===== src/rtl/dpe_eth_rx_classifier.sv =====
// Ethernet RX classifier: holds the first 3 beats of a frame, parses Eth/IPv4/UDP,
// drops frames that fail the dst-MAC filter and forwards the rest with a class tag.
// Latency: first output beat one cycle after DECIDE (>= 4 cycles for 3+ beat frames), then 1 beat/cycle.
// Backpressure: s_tready is low in DECIDE and while the buffer is full with no output pop.
// Ports: clk/rst_n (async active-low); s_* AXIS input from the MAC RX FIFO (s_tuser = bad-frame flag on tlast);
//        m_* AXIS output, m_tuser = {class[1:0], bad}; drop_cnt = saturating count of filtered frames.
module dpe_eth_rx_classifier #(
  parameter logic [47:0] LOCAL_MAC   = 48'h0000_0000_0000,
  parameter logic [15:0] WG_UDP_PORT = 16'd51820,
  parameter bit          FILTER_EN   = 1'b1,
  parameter int          DATA_WIDTH  = 128
) (
  input  logic                    clk,
  input  logic                    rst_n,
  input  logic [DATA_WIDTH-1:0]   s_tdata,
  input  logic [DATA_WIDTH/8-1:0] s_tkeep,
  input  logic                    s_tvalid,
  output logic                    s_tready,
  input  logic                    s_tlast,
  input  logic                    s_tuser,
  output logic [DATA_WIDTH-1:0]   m_tdata,
  output logic [DATA_WIDTH/8-1:0] m_tkeep,
  output logic                    m_tvalid,
  input  logic                    m_tready,
  output logic                    m_tlast,
  output logic [2:0]              m_tuser,
  output logic [15:0]             drop_cnt
);

  localparam int KW = DATA_WIDTH / 8;

  typedef enum logic [1:0] {COLLECT, DECIDE, FORWARD, DROP} state_t;
  state_t state, state_nxt;

  // 3-entry circular buffer; rd_ptr is the head, cnt the occupancy
  logic [DATA_WIDTH-1:0] buf_data [3];
  logic [KW-1:0]         buf_keep [3];
  logic                  buf_last [3];
  logic                  buf_user [3];
  logic [1:0]            rd_ptr, wr_ptr, cnt;

  logic       live;      // low in the first cycle after reset so s_tready comes out of reset at 0
  logic       got_last;  // the current frame's tlast has already been accepted
  logic [1:0] cls, cls_nxt;
  logic       push, pop, full, drop_now;
  logic [47:0] dst_mac;

  function automatic logic [1:0] slot(input logic [1:0] p, input logic [1:0] k);
    logic [2:0] s;
    s = {1'b0, p} + {1'b0, k};
    return (s >= 3'd3) ? 2'(s - 3'd3) : s[1:0];
  endfunction

  // Frame byte b as seen in the buffered beats (head = beat 0)
  function automatic logic [7:0] byte_dat(input int b);
    logic [1:0] k;
    k = 2'(b / 16);
    return buf_data[slot(rd_ptr, k)][(b % 16) * 8 +: 8];
  endfunction

  // Byte b exists: its beat was buffered before tlast and its keep bit is set
  function automatic logic byte_ok(input int b);
    logic [1:0] k;
    k = 2'(b / 16);
    return (k < cnt) && buf_keep[slot(rd_ptr, k)][b % 16];
  endfunction

  assign full = (cnt == 2'd3);
  assign pop  = m_tvalid && m_tready;
  assign push = s_tvalid && s_tready && (state == COLLECT || state == FORWARD);

  // Header parse over the buffered beats
  always_comb begin
    logic is_ip, is_udp;
    dst_mac = {byte_dat(0), byte_dat(1), byte_dat(2), byte_dat(3), byte_dat(4), byte_dat(5)};
    is_ip   = byte_ok(12) && byte_ok(13) && byte_ok(14) &&
              ({byte_dat(12), byte_dat(13)} == 16'h0800) && (byte_dat(14) == 8'h45);
    is_udp  = (byte_dat(23) == 8'h11);
    cls_nxt = 2'b00;
    if (is_ip && byte_ok(23)) begin
      if (!is_udp) begin
        cls_nxt = 2'b01;
      end else if (byte_ok(36) && byte_ok(37)) begin
        cls_nxt = ({byte_dat(36), byte_dat(37)} == WG_UDP_PORT) ? 2'b11 : 2'b10;
      end
    end
  end

  assign drop_now = FILTER_EN && (dst_mac != LOCAL_MAC) && (dst_mac != 48'hFFFF_FFFF_FFFF);

  // Input ready per state; FORWARD stops taking beats once this frame's tlast is in,
  // so the next frame always starts into an empty buffer
  always_comb begin
    s_tready = 1'b0;
    case (state)
      COLLECT: s_tready = live;
      FORWARD: s_tready = live && !got_last && (!full || pop);
      DROP:    s_tready = live && !got_last;
      default: s_tready = 1'b0;
    endcase
  end

  always_comb begin
    state_nxt = state;
    case (state)
      COLLECT: if (push && (s_tlast || cnt == 2'd2)) state_nxt = DECIDE;
      DECIDE:  state_nxt = drop_now ? DROP : FORWARD;
      FORWARD: if (pop && buf_last[rd_ptr]) state_nxt = COLLECT;
      DROP:    if (got_last || (s_tvalid && s_tready && s_tlast)) state_nxt = COLLECT;
      default: state_nxt = COLLECT;
    endcase
  end

  assign m_tvalid = (state == FORWARD) && (cnt != 2'd0);
  assign m_tdata  = buf_data[rd_ptr];
  assign m_tkeep  = buf_keep[rd_ptr];
  assign m_tlast  = m_tvalid && buf_last[rd_ptr];
  assign m_tuser  = m_tvalid ? {cls, buf_last[rd_ptr] && buf_user[rd_ptr]} : 3'b000;

  always_ff @(posedge clk or negedge rst_n) begin
    if (!rst_n) begin
      state    <= COLLECT;
      rd_ptr   <= 2'd0;
      wr_ptr   <= 2'd0;
      cnt      <= 2'd0;
      live     <= 1'b0;
      got_last <= 1'b0;
      cls      <= 2'b00;
      drop_cnt <= 16'd0;
      for (int i = 0; i < 3; i++) begin
        buf_data[i] <= '0;
        buf_keep[i] <= '0;
        buf_last[i] <= 1'b0;
        buf_user[i] <= 1'b0;
      end
    end else begin
      live  <= 1'b1;
      state <= state_nxt;
      if (push) begin
        buf_data[wr_ptr] <= s_tdata;
        buf_keep[wr_ptr] <= s_tkeep;
        buf_last[wr_ptr] <= s_tlast;
        buf_user[wr_ptr] <= s_tuser;
        wr_ptr           <= slot(wr_ptr, 2'd1);
      end
      if (pop) rd_ptr <= slot(rd_ptr, 2'd1);
      case ({push, pop})
        2'b10:   cnt <= cnt + 2'd1;
        2'b01:   cnt <= cnt - 2'd1;
        default: ;
      endcase
      if (state == DECIDE) begin
        cls <= cls_nxt;
        if (drop_now) begin
          // flush the held beats; the rest of the frame is discarded in DROP
          cnt    <= 2'd0;
          rd_ptr <= 2'd0;
          wr_ptr <= 2'd0;
          if (drop_cnt != 16'hFFFF) drop_cnt <= drop_cnt + 16'd1;
        end
      end
      if (state != COLLECT && state_nxt == COLLECT) got_last <= 1'b0;
      else if (s_tvalid && s_tready && s_tlast)    got_last <= 1'b1;
    end
  end

endmodule


===== config.mk =====
export PLATFORM = sky130hd
export DESIGN_NAME = dpe_eth_rx_classifier
export DESIGN_NICKNAME = d
export VERILOG_FILES = /design/src/rtl/dpe_eth_rx_classifier.sv
export SDC_FILE = /design/constraint.sdc
export NUM_CORES = 1
export LEC_CHECK = 0
export ABC_AREA = 1
export CORE_MARGIN = 1.5
export CORE_UTILIZATION = 50
export CTS_CLUSTER_DIAMETER = 30
export DETAILED_ROUTE_END_ITERATION = 12
export PLACE_DENSITY_LB_ADDON = 0.25
export SYNTH_ARGS = -nofsm -noshare
export SYNTH_HDL_FRONTEND = slang
export SYNTH_SLANG_ARGS = --single-unit
export TNS_END_PERCENT = 30

===== constraint.sdc =====
create_clock -name clk -period 3.4 [get_ports clk]
set_input_delay 0.68 -clock clk [delete_from_list [all_inputs] [get_ports clk]]
set_output_delay 0.68 -clock clk [all_outputs]
set_load 0.02 [all_outputs]

Word level (Yosys, flattened, before mapping)
Cells that the tools add are included.
Cells by class
  add/subtract/negate cells: 10
  magnitude comparators: 13
  equality and inequality tests: 13
  muxes and demuxes: 66
  bitwise gates (word level): 5
  reductions and logical operators: 39
Operators by type and width (number)
  $bmux W128 S2: 4
  $bwmux W384: 1
  $mux W128: 3
  $demux W128 S2: 1
  $mux W120: 2
  $bmux W16 S2: 4
  $mux W64: 2
  $mux W48: 2
  $bwmux W48: 1
  $mux W16: 3
  $ne A48 B48 Y1 const B: 1
  $reduce_bool A48 Y1: 1
  $mux W2: 18
  $demux W16 S2: 1
  $mux W15: 2
  $logic_and A1 B1 Y1: 26
  $add A16 B1 Y16 const B: 1
  $eq A16 B12 Y1 const B: 1
  $eq A16 B16 Y1 const B: 1
  $mux W8: 2
  $ne A16 B16 Y1 const B: 1
  $ge A3 B3 Y1 const B: 5
  $not A2 Y3: 5
  $mux W6: 2
  other kinds (27): 56
Storage, ports and cells
  flip-flop bits (word level): 466
  input bits: 150

Longest topological paths before layout
Gate-level depths: netlist of run 1.
  depth in word-level cells: 14
  mapped depth: 21

Worst setup path after synthesis of run 1
OpenSTA, ideal clock, no wires.
  path kind: reg2reg
  from: register rd_ptr[0]
  to: register drop_cnt[11]
  library setup time: 0.118 ns
  arrival: 2.874 ns
  slack: 0.408 ns
  stages on the path, launching flop included: 21
  path buffers: 6
  cell sequence: dfrtp_1 -> clkbuf_1 -> clkinv_1 -> clkbuf_1 -> buf_1 -> ha_1 -> buf_2 -> inv_2 -> buf_2 -> nand3_1 -> nand2_1 -> nand2_1 -> nor2_1 -> nand2_1 -> nor2_1 -> nand2_1 -> nor2_1 -> nor2_4 -> buf_2 -> nand4_1 -> nand2_1
Between the ends
  cells in the longest elaborated chain, start to end: 9
RTL lines
  start, declared: line 40  | logic [1:0] rd_ptr, wr_ptr, cnt;
  start signal, assigned: line 146  | if (pop) rd_ptr <= slot(rd_ptr, 2'd1);
  $sub A2 B2 Y2 or $ge A2 B2 Y1 (tied branches): line 51  | return (s >= 3'd3) ? 2'(s - 3'd3) : s[1:0];
  $mux W2 (*): line 51
  $not A2 Y3 (not written as such) (*): line 58  | return buf_data[slot(rd_ptr, k)][(b % 16) * 8 +: 8];
  $bmux W128 S2 (*): line 58
  $mux W120 (*) (2 in series)
  $ne A48 B48 Y1 or $reduce_bool A48 Y1 (tied branches): line 89  | assign drop_now = FILTER_EN && (dst_mac != LOCAL_MAC) && (dst_mac != 48'hFFFF_FFFF_FFFF);
  $logic_and A1 B1 Y1 (*): line 89
  $reduce_and A3 Y1 (no source line) (*)
  end signal, assigned: line 159  | if (drop_cnt != 16'hFFFF) drop_cnt <= drop_cnt + 16'd1;
  end, declared: line 27  | output logic [15:0] drop_cnt
Mark *: on every way between the ends. The rest lies on a longest branch, timed or not. The select of a mux whose other input is x is not followed.
A chain may end at the register's enable or synchronous reset.

Final worst setup path of run 1
  from: register rd_ptr[0]
  to: output m_tdata[57]
Between the ends
  cells in the longest elaborated chain, start to end: 4
RTL lines
  $not A2 Y3 (not written as such): line 115  | assign m_tdata = buf_data[rd_ptr];
  $bmux W128 S2: line 115
  $mux W128 (not written as such) (2 in series): line 115
  end, declared: line 21  | output logic [DATA_WIDTH-1:0] m_tdata,
No other way between the ends. The select of a mux whose other input is x is not followed.

==> out/metrics.yaml, run 1 <==
setup_path:
  crit_chain: "nor2_4 > buf_12 > buf_8 > nand2_1 > o21ai_0 > clkdlybuf4s50_1"
  critical_path.max_stage_delay_ps: 660
  required_ps: 2720
  critPathMaxFanout: 25
  path_buf_inv: 3
  end_kind: "output port"
  slowest_stage: "clkdlybuf4s50_1"
  crit_type: "flip-flop to output port"
  crit_family: "buffers and inverters"
  arrival_ps: 2700
  startpoint_type: "flip-flop"
sta:
  hold-worst-slack_ps: 71.2
  fin_skew_ps: 30.2
  rsz0062_at_grt: "true"
  fmax_mhz: 296
  slew_headroom_pct: 49.6
  setup_viol: 0
  tightest_slew_ps: 756
  min_period_ps: 3380
  final.period_utilization_pct: 99.3
  finalHoldViolCount: 0
  slew_viol_final: 0
synth:
  ys_seq_elements: 466
  ys_seq_area_share_pct: 49.5
  synth_nets: 3250
  synth_enable_flop_cells: 0
  synthTopCellsByArea: "dfrtp_1 49%, nand2_1 14%, o21ai_1 9.3%"
  ys.flop_type: "dfrtp_1"
  syn-cell-area_um2: 23600
  synthArstFlopShare_pct: 100
  synth.distinct_cells: 45
  yosysTopAreaCell: "dfrtp_1"
  ys_warn_count: 0
  syn_area_per_cell_um2: 7.64
  synth_top_cell_area_share_pct: 49.5
  synthCells: 3087
global_routing:
  grt_use_total_pct: 31.3
  antenna_found_initial: 10
  grt_pass1_vias: 22500
  grt_max_degree: 154
  grt_pass1_wl_um: 120000
  overflow: 0
floorplanning:
  core_area_um2: 46600
  rows: 79
  io_pins: 316
  fp.dieH_um: 220
  dieArea_um2: 48500
  fp.dieW_um: 220
  initial_utilization_pct: 50.6
drt:
  drtIter0Drc: 2504
  vias: 22700
  wl_per_cell_um: 18.7
  detail-route-antenna-nets: 0
  drcViolationCount: 0
  routed_wl_um: 76300
  drtPass1Iterations: 6
  vias_per_cell: 5.56
run:
  drv_cap: 0
clocking:
  htreeDepth: 3
  cts_made_buffers: 107
  cts_root_buf: "clkbuf_16"
  cts_tree: "yes"
  clock_sinks: 466
  clk_latency_ps: 650
  clk_path_buf_depth: 3
  clk_pin_slew_ps: 50
outcome:
  status: "finished clean"
place:
  hpwlAfterDp_um: 47600
  routabilityCongestion: 0.933
  portBuffers: 315
finish:
  layout-drive-gt1-share_pct: 8.13
  area_growth_pct: 32.6
  layout_commonest_cell: "nand2_1"
  final_cell_mix: "880 x nand2_1, 464 x dfrtp_1, 451 x o21ai_1"
  fillers: 3805
  post-route-util_pct: 67.1
  final_nets: 3541
pwr:
  leakage_nw: 15.5
  ir_worst_vdd_v: 0.000823
  power.density_nw_per_um2: 1160
worst_hold_path:
  hp-class: "primary input to async pin"
-- where the power goes --
| group | leakage (nW) | internal (mW) | total, mW | switching [mW] |
|---|---|---|---|---|
| registers | 5.95 | 7.94 | 9.72 | 1.78 |
| logic | 7.68 | 5.47 | 15.3 | 9.83 |
| clock network | 1.92 | 7.76 | 11.1 | 3.36 |
-- layer usage --
metal | global-route usage, % | up-vias | wire length, um
met3 | 7.53 | 221 | 6480
met1 | 40.2 | 10700 | 30400
met4 | 14.1 | 12 | 3290
met5 | 0 | - | 84
li1 | - | 10600 | -
met2 | 50.3 | 1106 | 36100
-- worst register-to-register path, stage by stage (launching register included) --
cell     delay, ps
dfrtp_4        550
inv_6          160
ha_1           200
inv_2          140
nor2_4         230
inv_1          190
nor4_1         580
nand4_1        160
nor2_1         210
a21oi_1         70
nor2_1         290
nand2_1        100
nand2_1         60
-- timing repair --
item | CTS | global route
resized for setup | 88 | 53
hold buffers | 0 | 0
buffers inserted | 3 | 3
pin swaps | 1 | 1
endpoints found under the setup margin | 99 | 73
cloned | 2 | 3
-- cells in the mapped netlist, drive strengths merged (11+ instances only) --
cell / instances
ha: 13
clkbuf: 70
o22ai: 23
a21oi: 26
buf: 122
nor3: 24
inv: 310
nand2: 885
dfrtp: 466
xor2: 11
nand3: 85
nor2: 225
o21ai: 745
nor4: 18
nand4: 39
-- flip-flops by register name (all words and copies together) (netlist names) --
signal / cells
buf_data: 384
buf_keep: 48
drop_cnt: 16
buf_last: 3
buf_user: 3
cls: 2
cnt: 2
rd_ptr: 2
state: 2
wr_ptr: 2
got_last: 1
live: 1
-- logic make-up after synthesis --
| family | synth area share, % |
|---|---|
| compound gates | 17.4 |
| xor+xnor | 0.520 |
| flops | 49.5 |
| buf+inv | 9.91 |
| fa+ha+maj | 0.690 |
| other cells | 0.0159 |
| simple gates | 22.0 |
-- path summary, 6_finish.rpt --
path | start | to | slack (ps) | cells past startpoint
worst max-delay path | rd_ptr[0]$_DFF_PN0_ | m_tdata[57] | 20 | 6
worst min-delay path | rst_n | buf_data[294]$_DFFE_PN0P_ | 70 | 1
worst max register to register | rd_ptr[0]$_DFF_PN0_ | cls[0]$_DFFE_PN0P_ | 400 | 12
worst min register to register | buf_data[331]$_DFFE_PN0P_ | buf_data[331]$_DFFE_PN0P_ | 480 | 2
max in group asynchronous | rst_n | buf_data[237]$_DFFE_PN0P_ | 2410 | 2
min in group clk | buf_data[331]$_DFFE_PN0P_ | buf_data[331]$_DFFE_PN0P_ | 480 | 2
-- layout make-up --
cell class | count | area (um2) | share of cell area, %
sequential | 466 | 11700 | 37.3
tap | 607 | 759 | 2.43
timing repair buffer | 374 | 4020 | 12.9
multi-input combinational | 2116 | 9620 | 30.8
inverter | 313 | 1190 | 3.81
antenna | 3 | 7.51 | 0.0240
clock buffer | 135 | 3020 | 9.65
clock inverter | 66 | 973 | 3.11
-- metrics by stage --
| stage | area, um2 | TNS [ps] | power (mW) | worst slack (ps) | cells |
|---|---|---|---|---|---|
| finish | 31300 | 0 | 36.1 | 23.9 | 4080 |
| CTS | 31000 | -479 | 36.0 | -110 | 4071 |
| global placement | 27000 | 0 | 24.4 | 378 | 3865 |
| detailed placement | 27000 | 0 | 24.8 | 279 | 3865 |
| global route | 31200 | -245 | 38.3 | -43.1 | 4079 |
| floorplan | 23600 | 0 | 18.7 | 408 | 3087 |
Note: power is estimated with default switching activity, not from simulation.
==> run 2: changes to the inputs <==
Settings changed: CORE_UTILIZATION 50 to 45.
==> run 2 against run 1 <==
Effect of this change: power up 0.70%; critical path depth unchanged; utilization down 6.1 points; via count down 0.34%; largest power group unchanged.
==> out/metrics.yaml, run 2 (synthesis gave the netlist of run 1 again) <==
setup_path:
  critPathMaxFanout: 39  # was 25
  crit_type: "flip-flop to output port"  # unchanged
  crit_chain: "nor2_4 > buf_4 > buf_16 > nand2_1 > o21ai_0 > clkdlybuf4s50_1"  # was nor2_4 > buf_12 > buf_8 > nand2_1 > o21ai_0 > clkdlybuf4s50_1
  ff2ff_path_depth: 15  # was 12
  startpoint_type: "flip-flop"  # unchanged
  reg2reg_slack_ps: 380  # was 400 ps
  r2r-end: "drop_cnt[14]$_DFFE_PN0P_"  # was cls[0]$_DFFE_PN0P_
  slowest_stage: "clkdlybuf4s50_1"  # unchanged
  startpoint: "rd_ptr[0]$_DFF_PN0_"  # unchanged
  r2r_start: "rd_ptr[1]$_DFF_PN0_"  # was rd_ptr[0]$_DFF_PN0_
  required_ps: 2720  # about the same
  end_kind: "output port"  # unchanged
  cp-endpoint: "m_tdata[105]"  # was m_tdata[57]
  arrival_ps: 2670  # was 2700 ps
  critical_path.max_stage_delay_ps: 670  # was 660 ps
global_routing:
  grt_pass1_vias: 22900  # was 22500
  grt_pass1_wl_um: 123000  # was 120000 um
  grt_use_total_pct: 29.0  # was 31.3%
  antenna_found_initial: 10  # unchanged
  overflow: 0  # unchanged
  grt_max_degree: 97  # was 154
sta:
  fin_skew_ps: 28.7  # was 30.2 ps
  slew_viol_final: 0  # unchanged
  setup_viol: 0  # unchanged
  tightest_slew_ps: 911  # was 756 ps
  rsz0062_at_grt: "true"  # unchanged
  fmax_mhz: 298  # was 296 MHz
  final.period_utilization_pct: 98.6  # was 99.3%
  finalHoldViolCount: 0  # unchanged
  setup_slack_ps: 48.9  # was 23.9 ps
  min_period_ps: 3350  # was 3380 ps
  slew_headroom_pct: 38.7  # was 49.6%
  setup_tns_ps: 0  # unchanged
floorplanning:
  io_pins: 316  # unchanged
  initial_utilization_pct: 45.8  # was 50.6%
  fp.dieW_um: 232  # was 220 um
  rows: 83  # was 79
  dieArea_um2: 53800  # was 48500 um2
  core_area_um2: 51500  # was 46600 um2
  fp.dieH_um: 232  # was 220 um
place:
  place_ws_ps: 264  # was 279 ps
  hpwlAfterDp_um: 50000  # was 47600 um
  routabilityCongestion: 0.928  # was 0.933
  dpl_cell_area_um2: 27200  # was 27000 um2
  placedCellCount: 3953  # was 3865
  portBuffers: 315  # unchanged
pwr:
  ir_worst_vdd_v: 0.000630  # was 0.000823 V
  pwr-share-seq_pct: 26.7  # was 26.9%
  p_int_mw: 21.3  # was 21.2 mW
  p_clk_share_pct: 31.6  # was 30.8%
  combPwrFrac_pct: 41.7  # was 42.3%
  power.density_nw_per_um2: 1160  # about the same
  total_power_mw: 36.4  # was 36.1 mW
  leakage_nw: 15.4  # was 15.5 nW
  p_sw_mw: 15.1  # was 15.0 mW
  switching_share_pct: 41.4  # about the same
clocking:
  cts_root_buf: "clkbuf_16"  # unchanged
  cts_tree: "yes"  # unchanged
  clock_sinks: 466  # unchanged
  cts_made_buffers: 111  # was 107
  clk_path_buf_depth: 3  # unchanged
  clk_pin_slew_ps: 50  # about the same
  clk_latency_ps: 670  # was 650 ps
  cts-hold-fix-buffers: 0  # unchanged
  htreeDepth: 3  # unchanged
drt:
  drcViolationCount: 0  # unchanged
  vias_per_cell: 5.41  # was 5.56
  wl_met3_um: 5700  # was 6480 um
  drtIter0Drc: 1981  # was 2504
  drtPass1Iterations: 6  # unchanged
  wl_per_cell_um: 18.7  # about the same
  vias: 22600  # was 22700
  detail-route-antenna-nets: 0  # unchanged
  wl_met1_um: 31800  # was 30400 um
  routed_wl_um: 77900  # was 76300 um
  route.met2.wl_um: 37500  # was 36100 um
  routed.top_layer: "met5"  # unchanged
finish:
  top_register: "buf_data"  # unchanged
  largest_register_ffs: 384  # unchanged
  final_cell_mix: "880 x nand2_1, 465 x dfrtp_1, 451 x o21ai_1"  # was 880 x nand2_1, 464 x dfrtp_1, 451 x o21ai_1
  layout-drive-gt1-share_pct: 8.60  # was 8.13%
  final_nets: 3555  # was 3541
  area_growth_pct: 33.4  # was 32.6%
  reg_top3: "buf_data: 384 flops, buf_keep: 48 flops, drop_cnt: 16 flops"  # unchanged
  fin_area_um2: 31400  # was 31300 um2
  layout_commonest_cell: "nand2_1"  # unchanged
  final_cells: 4176  # was 4080
run:
  drv_cap: 0  # unchanged
worst_hold_path:
  hp-class: "primary input to async pin"  # unchanged
outcome:
  status: "finished clean"  # unchanged
-- run 2: changes by cell type in the layout (fill, tap and decap cells not counted), sizes merged, moves of 5 or more --
cell,before,now
clkinvlp,17,9
dlymetal6s2s,47,20
clkbuf,139,149
buf,56,80
dlygate4sd2,66,83
diode,3,8
-- run 2: power groups by stage --
stage,Combinational (mW),Sequential [mW],Clock [mW]
floorplan,9.50,9.16,0
global placement,15.0,9.58,0
detailed placement,15.2,9.69,0
CTS,15.1,9.67,11.6
global route,16.7,10.0,11.9
finish,15.2,9.71,11.5
-- run 2: metrics by stage --
stage,hold slack (ps),util (%)
floorplan,384,-
global placement,465,52.8
detailed placement,473,52.8
CTS,79.9,60.8
global route,121,61.0
finish,61.3,61.0
-- run 2: cell type report --
class / count / area, um2
fillers: 4543 / 20100
flip-flops and latches: 466 / 11700
multi-input cells: 2116 / 9630
repair buffers: 384 / 3970
clock buffers: 147 / 3090
inverters: 313 / 1190
clock inverters: 62 / 1020
well taps: 680 / 851
diodes: 8 / 20.0
-- run 2: repair_timing --
action	in CTS	in global routing
setup endpoints to repair	128	23
cloned	2	1
buffers inserted	3	0
pin swaps	1	0
gates resized for setup	109	25
-- run 2: worst min path at each step --
stage	startpoint	endpoint	slack, ps	cells after the start
after floorplan	rst_n	buf_data[0]$_DFFE_PN0P_	380	0
after global placement	buf_keep[34]$_DFFE_PN0P_	buf_keep[34]$_DFFE_PN0P_	460	2
after detailed placement	buf_data[383]$_DFFE_PN0P_	buf_data[383]$_DFFE_PN0P_	470	2
after CTS	rst_n	buf_data[183]$_DFFE_PN0P_	80	1
after global routing	rst_n	buf_data[15]$_DFFE_PN0P_	120	1
final	rst_n	buf_data[173]$_DFFE_PN0P_	60	1
-- run 2: routing by layer --
metal	vias to the layer above	global-route usage [%]
li1	10700	-
met1	10800	36.6
met2	929	47.9
met3	184	5.88
met4	6	13.2
met5	-	0
-- run 2: critical path, delay by kind of cell, from the launching register on --
kind,cells,cell delay (ps)
AOI/OAI and AO/OA,1,110
DFF,1,560
buffers and inverters,3,1070
and+or+nand+nor,2,240
